--- src/rtl/seven_seg_scanner.sv ---
// Multiplexed seven-segment display scanner: shadowed digit data, per-digit
// enable, hex/decimal decode, leading-zero blanking and PWM brightness.
module seven_seg_scanner #(
    parameter int NUM_DIGITS = 4,
    parameter int SLOT_LOG2  = 9,
    parameter int BRIGHT_W   = 4
) (
    input  logic                    clk,
    input  logic                    reset,
    input  logic                    load,
    input  logic [4*NUM_DIGITS-1:0] dig_in,
    input  logic [NUM_DIGITS-1:0]   dp_in,
    input  logic [NUM_DIGITS-1:0]   en_in,
    input  logic                    hex_mode,
    input  logic                    lz_blank,
    input  logic [BRIGHT_W-1:0]     brightness,
    output logic [NUM_DIGITS-1:0]   an_out,
    output logic [7:0]              sg_out,
    output logic                    frame_done
);

    localparam int IDX_W = (NUM_DIGITS > 1) ? $clog2(NUM_DIGITS) : 1;
    localparam logic [IDX_W-1:0] LAST_IDX = IDX_W'(NUM_DIGITS - 1);

    logic [SLOT_LOG2-1:0]    slot_cnt;
    logic [IDX_W-1:0]        idx;
    logic [4*NUM_DIGITS-1:0] shadow_dig;
    logic [NUM_DIGITS-1:0]   shadow_dp;

    logic                    slot_wrap;
    logic                    pwm_on;
    logic [3:0]              cur_nib;
    logic                    cur_dp;
    logic                    cur_en;
    logic                    cur_lz;
    logic                    all_zero;
    logic [NUM_DIGITS-1:0]   lz_vec;
    logic                    blank;
    logic [NUM_DIGITS-1:0]   an_next;
    logic [7:0]              sg_next;

    function automatic logic [6:0] seg_decode(input logic [3:0] nib);
        case (nib)
            4'h0:    seg_decode = 7'b1000000;
            4'h1:    seg_decode = 7'b1111001;
            4'h2:    seg_decode = 7'b0100100;
            4'h3:    seg_decode = 7'b0110000;
            4'h4:    seg_decode = 7'b0011001;
            4'h5:    seg_decode = 7'b0010010;
            4'h6:    seg_decode = 7'b0000010;
            4'h7:    seg_decode = 7'b1111000;
            4'h8:    seg_decode = 7'b0000000;
            4'h9:    seg_decode = 7'b0010000;
            4'hA:    seg_decode = 7'b0001000;
            4'hB:    seg_decode = 7'b0000011;
            4'hC:    seg_decode = 7'b1000110;
            4'hD:    seg_decode = 7'b0100001;
            4'hE:    seg_decode = 7'b0000110;
            default: seg_decode = 7'b0001110;
        endcase
    endfunction

    assign slot_wrap = &slot_cnt;
    assign pwm_on    = (slot_cnt[SLOT_LOG2-1 -: BRIGHT_W] <= brightness);

    // lz_vec[i] is set when digit i and every more-significant digit are zero
    always_comb begin
        all_zero = 1'b1;
        lz_vec   = '0;
        for (int i = NUM_DIGITS - 1; i >= 0; i--) begin
            all_zero  = all_zero & (shadow_dig[4*i +: 4] == 4'h0);
            lz_vec[i] = all_zero;
        end
    end

    always_comb begin
        cur_nib = 4'h0;
        cur_dp  = 1'b0;
        cur_en  = 1'b0;
        cur_lz  = 1'b0;
        for (int i = 0; i < NUM_DIGITS; i++) begin
            if (idx == IDX_W'(i)) begin
                cur_nib = shadow_dig[4*i +: 4];
                cur_dp  = shadow_dp[i];
                cur_en  = en_in[i];
                cur_lz  = lz_vec[i];
            end
        end
    end

    always_comb begin
        an_next = '1;
        sg_next = 8'hFF;
        blank   = (lz_blank && cur_lz && (idx != '0)) || (!hex_mode && (cur_nib > 4'd9));
        if (cur_en && pwm_on) begin
            an_next = ~(NUM_DIGITS'(1) << idx);
            sg_next = {~cur_dp, blank ? 7'h7F : seg_decode(cur_nib)};
        end
    end

    always_ff @(posedge clk) begin
        if (!reset) begin
            slot_cnt   <= '0;
            idx        <= '0;
            shadow_dig <= '0;
            shadow_dp  <= '0;
            an_out     <= '1;
            sg_out     <= 8'hFF;
            frame_done <= 1'b0;
        end else begin
            slot_cnt   <= slot_cnt + 1'b1;
            if (slot_wrap)
                idx <= (idx == LAST_IDX) ? '0 : idx + 1'b1;
            frame_done <= slot_wrap && (idx == LAST_IDX);
            if (load) begin
                shadow_dig <= dig_in;
                shadow_dp  <= dp_in;
            end
            an_out     <= an_next;
            sg_out     <= sg_next;
        end
    end

endmodule

--- config.mk ---
export PLATFORM = sky130hd
export DESIGN_NAME = seven_seg_scanner
export DESIGN_NICKNAME = d
export VERILOG_FILES = /design/src/rtl/seven_seg_scanner.sv
export SDC_FILE = /design/constraint.sdc
export NUM_CORES = 1
export LEC_CHECK = 0
export BUFFER_PORTS_ARGS = -buffer_cell sky130_fd_sc_hd__buf_4
export CORE_UTILIZATION = 50
export CTS_CLUSTER_DIAMETER = 50
export DETAILED_ROUTE_END_ITERATION = 10
export PLACE_DENSITY_LB_ADDON = 0.08
export SYNTH_ARGS = -nofsm -noshare
export SYNTH_HDL_FRONTEND = slang
export SYNTH_SLANG_ARGS = --single-unit
--- constraint.sdc ---
create_clock -name clk -period 3.2 [get_ports clk]
set_input_delay 0.16 -clock clk [delete_from_list [all_inputs] [get_ports clk]]
set_output_delay 0.16 -clock clk [all_outputs]
set_load 0.02 [all_outputs]
==> summary.md <==
| Metric | Value |
|---|---|
| Outcome | `finished clean` |
| Critical-path cell list | `ha_1 > or2_2 > a21oi_1 > a221o_1 > inv_1 > ha_1 > nor2_1 > o211ai_1 > o211a_1 > o221ai_1` |
| Largest net degree at the start of global routing | `34` |
| Most used cell, CP | `ha_1` |
| Final nets | `~330` |
| H-tree depth | `2` |
| Maximum clock path buffer count | `2` |
| Seq/Total Area, Yosys | `between 30% and 40%` |
| CP delay by family, top | `compound AO/OA/AOI/OAI gates` |
| Slew margin rel. | `a little over three fifths` |
| Post-Syn Area per Cell | `approximately 9.6 um2` |
| Synthesis-to-layout area growth | `20.2%` |
| CP max-delay cell | `ha_1` |
| Final WL | `between 4 and 5 mm` |
| GRT Total Usage | `between 20% and 30%` |
| Final Skew | `around 7.6 ps` |
| Rows | `23` |
| Synth cell types | `39` |
| Post-Synthesis Cells | `about 230` |
| Resized Gates After CTS | `0` |
| Starting Density | `53.7%` |
| Post-CTS Hold Buffers | `0` |
| Final Hold Vio Count | `0` |
| Final core occ | `between 60% and 70%` |
| Clock transition at path regs | `80 ps` |
| Worst hold path type | `input pin to flip-flop` |
| I/O pin cnt | `46` |
| Slew Viols, Final | `0` |
| Number of buffers and inverters on the critical path | `1` |
| First-pass GRT wire length | `6.91 mm` |
| Critical path class | `flip-flop to flip-flop` |
| Min Tclk post-route | `2850 ps` |
| Drc violations | `0` |
| Crit-path max FO | `16` |
| Core area | `a little over 0.004 mm2` |
| Ys Warns | `0` |
| Worst-margin pin slew | `approximately 560 ps` |
| Critical path arrival | `approximately 3000 ps` |
| IO buf count | `45` |
| Area leader, netlist | `dfxtp_1` |
| Delay of the slowest critical-path stage | `roughly 540 ps` |
| DP HPWL | `3.16 mm` |
| Placed Area | `0.00258 mm2` |
| Post-synth top area share | `approximately two fifths` |
| Routability cong. | `between 0.8 and 0.9` |
| Largest cells by area after synthesis | `dfxtp_1 40%, mux2i_1 9.9%, ha_1 9.0%` |
| Pleak | `approximately 1.2 nW` |
| Drt first-iter violations | `between 60 and 70` |
| Syn nets | `about 280` |
| Die Ht | `68.7 um` |
| Top_reg_cell synth | `dfxtp_1` |
| Antenna violations before repair | `0` |
| Antenna Cells | `0` |
| RSZ-0062 raised after global routing | `false` |
| CTS sink cnt | `44` |
| WP data required | `approximately 3400 ps` |
| #FFs+latches synth | `44` |
| Routed vias/inst | `5.29` |
| Startpoint types | `flip-flop` |
| Max VDD drop | `between 200 and 250 uV` |
| Layout cells sized above 1 | `21.7%` |
| Maxcap violations | `0` |
| Setup total negative slack | `0 ps` |
| Die Wd | `68.7 um` |
| Worst setup EP type | `flip-flop` |
| Synthesized area | `0.00222 mm2` |
| Peak Freq | `351 MHz` |
| Power density over the cells | `405 mW/mm2` |
| Vias in the first global route | `about 1500` |
| Num CTS Buffers | `5` |
| Clk root buf | `clkbuf_8` |
| Worst skew pair latency | `around 290 ps` |
| DRT antenna net count | `0` |
| Remaining global-route overflow | `0` |
| Die Area | `around 0.0047 mm2` |
| Pwr Total | `between 0.001 and 0.0015 W` |
| Routed via count | `about 1700` |
| Number of synthesized flops with an enable pin | `0` |
| Final setup viols | `0` |
| Crit share post-route | `between 80% and 90%` |
| First-pass iteration count of the detailed router | `4` |
| CTS tree | `yes` |
| Ys async rst share | `0%` |
| Buffer count from post-CTS setup fixing | `0` |
| FILL cells | `~360` |
| DR WL/cell | `12.9 um` |
| Post-route cell area | `between 0.002 and 0.003 mm2` |
-- cell type report --
class	count	area [um2]	share of cell area, %
tap	50	62.6	2.34
clock buffer	8	90.1	3.37
timing repair buffer	47	353	13.2
sequential	44	881	32.9
multi-input combinational	162	1230	45.9
inverter	16	60.1	2.25
-- per-stage QoR --
step | hold slack (ps) | setup WS [ps] | std cells
5_1_grt | 129 | 123 | 327
3_3_place_gp | 415 | 496 | 319
2_1_floorplan | 314 | 798 | 232
4_1_cts | 125 | 367 | 327
3_5_place_dp | 422 | 404 | 319
6_report | 130 | 350 | 327
-- cell usage in the layout (no fill, tap or decap), types with 2 or more instances in the layout --
| master | Yosys | layout |
|---|---|---|
| nand4_1 | 2 | 2 |
| nor2b_1 | 24 | 24 |
| nand3_1 | 7 | 7 |
| nand2_1 | 14 | 14 |
| nor2_1 | 6 | 6 |
| inv_1 | 16 | 16 |
| a21boi_0 | 3 | 3 |
| a221o_1 | 3 | 3 |
| o211ai_1 | 6 | 6 |
| a21oi_1 | 8 | 8 |
| o21a_1 | 2 | 2 |
| nor4_1 | 3 | 3 |
| nor3b_1 | 3 | 3 |
| and2_1 | 6 | 6 |
| nor3_1 | 2 | 2 |
| ha_1 | 16 | 16 |
| o21ai_1 | 2 | 2 |
| and3_1 | 3 | 3 |
| clkbuf_8 | 0 | 6 |
| buf_4 | 0 | 47 |
| nand3b_1 | 5 | 5 |
| o21ai_0 | 3 | 3 |
| a211oi_1 | 3 | 3 |
| or3_1 | 3 | 3 |
| a221oi_2 | 2 | 2 |
| mux2i_1 | 22 | 22 |
| o221ai_1 | 2 | 2 |
| dfxtp_1 | 44 | 44 |
| xnor2_1 | 3 | 3 |
| clkbuf_1 | 5 | 2 |
-- final timing paths --
check / start / to / slack (ps) / cells after the start
min reg2reg: slot_cnt[0] / slot_cnt[0] / 450 / 1
max: idx[1] / sg_out[2] / 350 / 10
min: dp_in[3] / shadow_dp[3] / 130 / 3
max reg2reg: idx[1] / sg_out[2] / 350 / 10
-- worst register-to-register path, stage by stage (launching register included) --
cell and delay, ps:
dfxtp_1 390, ha_1 540, or2_2 220, a21oi_1 40, a221o_1 440, inv_1 130, ha_1 260, nor2_1 60
o211ai_1 200, o211a_1 280, o221ai_1 140
-- state kept, by name (all words and copies together) (netlist names) --
register    count
idx             2
shadow_dig     16
an_out          4
frame_done      1
sg_out          8
shadow_dp       4
slot_cnt        9
-- Yosys cell counts, types with 5 or more instances --
cell / number
dfxtp_1: 44
and2_1: 6
nor2b_1: 24
nand3b_1: 5
nand2_1: 14
inv_1: 16
nor2_1: 6
clkbuf_1: 5
nand3_1: 7
a21oi_1: 8
o211ai_1: 6
ha_1: 16
mux2i_1: 22
-- cells by family (layout without fill, tap and decap cells) --
logic type	count (synthesis)	count (layout)	synth area share, %
compound gates	40	40	14.4
buf+inv	26	71	5.23
flops	44	44	39.6
xor+xnor	4	4	1.58
simple gates	80	80	20.3
fa+ha+maj	16	16	9.00
mux	22	22	9.90
-- layer usage --
metal / part of all wire [%] / GRT usage (%)
met5: 0 / 0
met4: 1.0 / 6.89
met3: 5.4 / 3.95
met2: 42 / 29.9
met1: 52 / 28.5
-- where the power goes --
| group | internal (W) | total, W | switching, W | leakage (nW) |
|---|---|---|---|---|
| Sequential | 0.000573 | 0.000589 | 0.0000164 | 0.361 |
| Combinational | 0.0000803 | 0.000150 | 0.0000698 | 0.772 |
| Clock | 0.000176 | 0.000345 | 0.000169 | 0.0455 |
| Total | 0.000829 | 0.00108 | 0.000255 | 1.18 |
Note: power is estimated with default switching activity, not from simulation.
